===== config.mk =====
export PLATFORM = sky130hd
export DESIGN_NAME = regfile_wr_arbiter
export DESIGN_NICKNAME = d
export VERILOG_FILES = /design/src/rtl/regfile_arb_pkg.sv /design/src/rtl/rr_pick.sv /design/src/rtl/regfile_wr_arbiter.sv
export SDC_FILE = /design/constraint.sdc
export NUM_CORES = 1
export LEC_CHECK = 0
export CAP_MARGIN = 20
export CORE_ASPECT_RATIO = 1.75
export CORE_MARGIN = 2
export CORE_UTILIZATION = 38
export DETAILED_ROUTE_END_ITERATION = 10
export PLACE_DENSITY = 0.88
export RECOVER_POWER = 50
export SLEW_MARGIN = 20
export SYNTH_ARGS = -nofsm -noshare
export SYNTH_HDL_FRONTEND = slang
export SYNTH_SLANG_ARGS = --single-unit

===== constraint.sdc =====
create_clock -name clk -period 3.2 [get_ports clk]
set_clock_uncertainty 0.05 [all_clocks]
set_input_delay 0.48 -clock clk [delete_from_list [all_inputs] [get_ports clk]]
set_output_delay 0.48 -clock clk [all_outputs]
set_load 0.02 [all_outputs]

===== src/rtl/regfile_arb_pkg.sv =====
// Shared widths and FSM state type for the register-file write-port arbiter.
// Pure definitions; nothing here creates logic of its own.
package regfile_arb_pkg;
  localparam int DEF_ADDR_W = 2;
  localparam int DEF_DATA_W = 32;
  localparam int NUM_REGS   = 2 ** DEF_ADDR_W;

  typedef enum logic {ARB, LOCKED} arb_state_t;
endpackage


===== src/rtl/rr_pick.sv =====
// Rotating-priority picker, purely combinational: the first set request after last wins.
// No backpressure of its own; the caller decides whether the pick becomes a grant.
module rr_pick #(
  parameter int N  = 3,
  parameter int IW = $clog2(N)
) (
  input  logic [N-1:0]  req,
  input  logic [IW-1:0] last,
  output logic [N-1:0]  gnt,
  output logic [IW-1:0] gnt_idx,
  output logic          gnt_vld
);
  logic [IW:0] cand;

  always_comb begin
    gnt     = '0;
    gnt_idx = '0;
    gnt_vld = 1'b0;
    cand    = '0;
    // Walk offsets 1..N so the previous winner is checked last.
    for (int off = 1; off <= N; off++) begin
      cand = {1'b0, last} + (IW+1)'(off);
      if (cand >= (IW+1)'(N)) begin
        cand = cand - (IW+1)'(N);
      end
      if (!gnt_vld && req[cand[IW-1:0]]) begin
        gnt_vld               = 1'b1;
        gnt_idx               = cand[IW-1:0];
        gnt[cand[IW-1:0]]     = 1'b1;
      end
    end
  end
endmodule


===== src/rtl/regfile_wr_arbiter.sv =====
// Round-robin write-port arbiter with bounded lock bursts; winning write appears 1 cycle after handshake.
// wr_stall or reset drop every req_ready; the registered output stage still drains.
module regfile_wr_arbiter
  import regfile_arb_pkg::*;
#(
  parameter int NUM_REQ  = 3,
  parameter int DATA_W   = DEF_DATA_W,
  parameter int ADDR_W   = DEF_ADDR_W,
  parameter int MAX_LOCK = 4
) (
  input  logic                       clk,
  input  logic                       reset,
  input  logic [NUM_REQ-1:0]         req_valid,
  output logic [NUM_REQ-1:0]         req_ready,
  input  logic [NUM_REQ*ADDR_W-1:0]  req_reg,
  input  logic [NUM_REQ*DATA_W-1:0]  req_data,
  input  logic [NUM_REQ-1:0]         req_lock,
  input  logic                       wr_stall,
  output logic                       RegWrite,
  output logic [ADDR_W-1:0]          WriteReg,
  output logic [DATA_W-1:0]          WriteData,
  output logic [$clog2(NUM_REQ)-1:0] grant_id,
  output logic                       locked
);
  localparam int IDX_W = $clog2(NUM_REQ);
  localparam int CNT_W = $clog2(MAX_LOCK + 1);

  arb_state_t          state_q, state_d;
  logic [IDX_W-1:0]    lock_owner_q, lock_owner_d;
  logic [CNT_W-1:0]    lock_cnt_q, lock_cnt_d;
  logic [IDX_W-1:0]    last_grant_q, last_grant_d;
  logic                reg_write_q, reg_write_d;
  logic [ADDR_W-1:0]   write_reg_q, write_reg_d;
  logic [DATA_W-1:0]   write_data_q, write_data_d;
  logic [IDX_W-1:0]    grant_id_q, grant_id_d;

  logic [NUM_REQ-1:0]  pick_gnt;
  logic [IDX_W-1:0]    pick_idx;
  logic                pick_vld;
  logic                hs;
  logic [IDX_W-1:0]    hs_idx;
  logic [ADDR_W-1:0]   sel_reg;
  logic [DATA_W-1:0]   sel_data;
  logic                sel_lock;

  rr_pick #(.N(NUM_REQ), .IW(IDX_W)) u_pick (
    .req     (req_valid),
    .last    (last_grant_q),
    .gnt     (pick_gnt),
    .gnt_idx (pick_idx),
    .gnt_vld (pick_vld)
  );

  always_comb begin
    req_ready = '0;
    hs        = 1'b0;
    hs_idx    = pick_idx;
    if (reset && !wr_stall) begin
      // A lock owner keeps the port even while idle; nobody else may slip in.
      if (state_q == LOCKED) begin
        if (req_valid[lock_owner_q]) begin
          req_ready[lock_owner_q] = 1'b1;
          hs                      = 1'b1;
          hs_idx                  = lock_owner_q;
        end
      end else begin
        req_ready = pick_gnt;
        hs        = pick_vld;
      end
    end
  end

  always_comb begin
    sel_reg  = '0;
    sel_data = '0;
    sel_lock = 1'b0;
    for (int i = 0; i < NUM_REQ; i++) begin
      if (hs_idx == IDX_W'(i)) begin
        sel_reg  = req_reg[i*ADDR_W +: ADDR_W];
        sel_data = req_data[i*DATA_W +: DATA_W];
        sel_lock = req_lock[i];
      end
    end
  end

  always_comb begin
    state_d      = state_q;
    lock_owner_d = lock_owner_q;
    lock_cnt_d   = lock_cnt_q;
    last_grant_d = last_grant_q;
    reg_write_d  = hs;
    write_reg_d  = write_reg_q;
    write_data_d = write_data_q;
    grant_id_d   = grant_id_q;
    if (hs) begin
      write_reg_d  = sel_reg;
      write_data_d = sel_data;
      grant_id_d   = hs_idx;
      last_grant_d = hs_idx;
      if (state_q == ARB) begin
        if (sel_lock && (MAX_LOCK > 1)) begin
          state_d      = LOCKED;
          lock_owner_d = hs_idx;
          lock_cnt_d   = CNT_W'(1);
        end
      end else if (sel_lock && (lock_cnt_q < CNT_W'(MAX_LOCK - 1))) begin
        lock_cnt_d = lock_cnt_q + CNT_W'(1);
      end else begin
        // Voluntary or forced release; last_grant = owner so rotation resumes past it.
        state_d    = ARB;
        lock_cnt_d = '0;
      end
    end
  end

  always_ff @(posedge clk) begin
    if (!reset) begin
      state_q      <= ARB;
      lock_owner_q <= '0;
      lock_cnt_q   <= '0;
      last_grant_q <= IDX_W'(NUM_REQ - 1);
      reg_write_q  <= 1'b0;
      write_reg_q  <= '0;
      write_data_q <= '0;
      grant_id_q   <= '0;
    end else begin
      state_q      <= state_d;
      lock_owner_q <= lock_owner_d;
      lock_cnt_q   <= lock_cnt_d;
      last_grant_q <= last_grant_d;
      reg_write_q  <= reg_write_d;
      write_reg_q  <= write_reg_d;
      write_data_q <= write_data_d;
      grant_id_q   <= grant_id_d;
    end
  end

  assign RegWrite  = reg_write_q;
  assign WriteReg  = write_reg_q;
  assign WriteData = write_data_q;
  assign grant_id  = grant_id_q;
  assign locked    = (state_q == LOCKED);
endmodule


==> results by group <==
Cells and area
  – Share of layout cells above drive strength 1: 12.6%
  – Finished Core Util: 67.3%
  – Layout net count: 600
  – Storage element area: 881 µm²
  – Fin cells: roughly 570
  – Area delta synth->final: 71.4%
  – Ant diodes: 0
  – Multi-input logic area: around 1600 µm²
  – Fillers: 550

Critical path
  – CP peak stage delay: 0.36 ns
  – Crit path cell chain: inv_1, ha_2, mux2_4, a22o_1, buf_4, or3_4, a31oi_4, mux2i_1, buf_4, a211oi_2, mux2i_1
  – R2r endpoint: lock_owner_q[0]
  – Worst Path Arrival: 3.18 ns
  – Critical Path RT: 3.36 ns
  – CP Max Fanout: 6
  – Setup CP Type: reg2reg
  – R2r worst-path depth: 11
  – WP buf/inv: 3
  – Slowest CP cell: or3_4
  – Worst Setup Start Kind: register
  – Cell family with most CP delay: compound AO/OA/AOI/OAI gates
  – R2R setup slack: ~0.17 ns
  – Critical R2R Launch: last_grant_q[0]
  – Crit end category: register

Clock network
  – CTS Sinks: 44
  – CTS Root Cell: clkbuf_16
  – Clk_lat worst skew: 0.28 ns
  – TritonCTS buffer count: 5
  – CTS tree: done
  – Hold Buf Count CTS: 0
  – H-Tree Depth: 2
  – Clock Tree Buf Depth: 2
  – Clock transition at path regs: 0.06 ns
  – Setup fix buffers added after clock tree synthesis: 0

Place
  – Buffers on Ports: between 150 and 200
  – GPL Wtd Cong: ~0.9
  – DP Cell Count: 557
  – Hpwl dp: about 6800 µm

Routing
  – Via density: roughly 5.5
  – DRC viols: 0
  – Drt total wl: 8890 µm
  – Drt wl/cell: 15.7 µm
  – Final ANT Viol Nets: 0
  – DRT Pass-1 Iters: 4
  – First DRT Iteration DRCs: between 150 and 200
  – DR vias: just over 3,000

Die
  – CORE AREA: 6540 µm²
  – Initial Util: 39.3%
  – Die H: 113 µm
  – Io pins: 152
  – Core Rows: 39
  – Die Area: around 7500 µm²
  – Die Wd: 66.1 µm

Hold path
  – Hold Path Cell Cnt: 2
  – Worst hold start: WriteData[18]
  – Hold Path End: WriteData[18]
  – HP Class: reg2reg

Outcome
  – Status: finished, final reports clean

Yosys
  – Sequential-to-total area share from yosys stat: roughly 34%
  – Synth cell types: 42
  – Syn avg cell area: 7.71 µm²
  – Post-synth EDFFs: 0
  – Mapped cell area: between 2000 and 3000 µm²
  – Share of the synthesized area in the top cell type: 34.3%
  – Ys flop type: dfxtp_1
  – Largest area contributor in the synthesized netlist: dfxtp_1
  – Largest cells by area after synthesis: dfxtp_1 (34%), nand2_1 (9.5%), a31o_2 (7.8%)
  – Syn nets: 451
  – Commonest cells post-synth: nand2_1 (65), dfxtp_1 (44), o21ai_0 (29)
  – Register bit total from synthesis: 44
  – Yosys Warn Count: 0
  – Count leader, synth: nand2_1
  – Synth Instances: 333
  – Fraction of registers with async set/reset: 0%

Timing
  – RSZ-0062 raised after global routing: false
  – Final setup viols: 0
  – Slew at the pin closest to its max-slew limit: ~0.52 ns
  – Fin. max-slew vios: 0
  – Final hold violations: 0
  – Max transition margin: between 60 and 70%
  – Final worst path period share: 94.6%
  – Fmax: 331 MHz
  – Setup TNS: 0 ns
  – Min cycle time layout: 3.03 ns

Power
  – Switching pwr: 0.719 mW
  – Sw Ratio: 34.4%
  – Pint: ~1.4 mW
  – Gate power share: between 40 and 50%
  – Leak Pwr: approximately 1.8 nW
  – PD cells: around 470 nW/µm²
  – Power Total: 2.09 mW
  – Max VDD drop: 0.332 mV
  – Reg power frac: 32.9%
  – Clock power frac: 23.6%

Global routing
  – Grt ovf: 0
  – Largest net degree at the start of global routing: 44
  – Overall Global Routing Usage: about a quarter
  – Global-route wire length before repair: 14,200 µm
  – Initial antenna violation count: 0
  – Vias in the first global route: 3,128

Job
  – MaxCap Viol Count: 0
-- registers in the layout, summed over array words and instances (netlist names) --
| register | flops |
|---|---|
| RegWrite | 1 |
| WriteData | 32 |
| WriteReg | 2 |
| grant_id | 1 |
| last_grant_q | 2 |
| lock_cnt_q | 3 |
| lock_owner_q | 2 |
| locked | 1 |
-- power by group through the flow --
stage	sequential, mW	combinational [mW]	clock (mW)
global placement	0.697	0.916	0
global route	0.698	0.984	0.527
CTS	0.692	0.939	0.508
finish	0.687	0.909	0.493
floorplan	0.802	0.380	0
detailed placement	0.703	0.933	0
-- worst min-delay path, delay by kind of cell, from the launching register on --
family,cells,cell delay [ns]
AND/OR/NAND/NOR,1,0.06
flip-flops,1,0.30
AO/OA/AOI/OAI,1,0.05
-- per-layer routing --
layer / part of all wire, % / vias to the layer above / wire length, µm / track usage (%)
met1: 35 / 1446 / 3140 / 24.4
met4: 2.3 / 0 / 204 / 8.71
li1: - / 1513 / - / -
met3: 6.4 / 17 / 572 / 6.26
met5: 0 / - / 0 / 0
met2: 56 / 126 / 4980 / 45.6
-- how the worst max path moves through the flow --
stage	start	end	slack, ns	depth (start not counted)
finish	last_grant_q[0]	lock_owner_q[0]	0.17	11
global route	last_grant_q[0]	lock_owner_q[0]	0.03	11
CTS	last_grant_q[0]	req_ready[1]	0.07	10
detailed placement	req_valid[0]	WriteData[23]	-0.11	10
global placement	req_valid[0]	req_ready[1]	0.01	9
floorplan	last_grant_q[0]	req_ready[1]	0.36	10
-- cells in the final DEF (no fill, tap or decap), drive strengths merged, types with 3 or more instances in the layout --
master	synthesis	layout
nor2b	3	3
nor2	17	17
a211oi	4	4
nand3b	4	4
clkbuf	22	9
dfxtp	44	44
nand3	14	14
inv	5	5
a31oi	26	26
o221ai	9	9
a31o	26	26
nor3	4	4
o21ai	40	40
ha	7	7
clkdlybuf4s50	0	110
buf	7	19
nand2	65	65
dlygate4sd3	0	38
o22ai	3	3
mux2i	7	7
a21boi	5	5
-- layout make-up --
class,count,share of cell area (%)
multi-input combinational,255,36.2
timing repair buffer,171,37.9
inverter,5,0.426
sequential,44,20.0
clock buffer,7,3.01
tap,82,2.33
clock inverter,1,0.199
-- stage by stage --
stage,hold slack (ns),setup WS [ns],instance area (µm²)
global route,0.430,0.0264,4400
CTS,0.413,0.0690,4390
detailed placement,0.404,-0.108,4250
floorplan,0.412,0.358,2570
finish,0.408,0.174,4400
global placement,0.394,0.0142,4250
-- cell families after synthesis --
group | share of synthesized area [%]
compound gates | 33.5
fa+ha+maj | 3.41
buf+inv | 5.31
flops | 34.3
mux | 3.75
simple gates | 19.7
-- timing repair --
item                       4_1_cts  5_1_grt
setup endpoints to repair        3       10
pin swaps                        0        0
hold endpoints to repair         0        0
resized for setup                4        7
No activity file was read; power rests on OpenSTA's default activity.
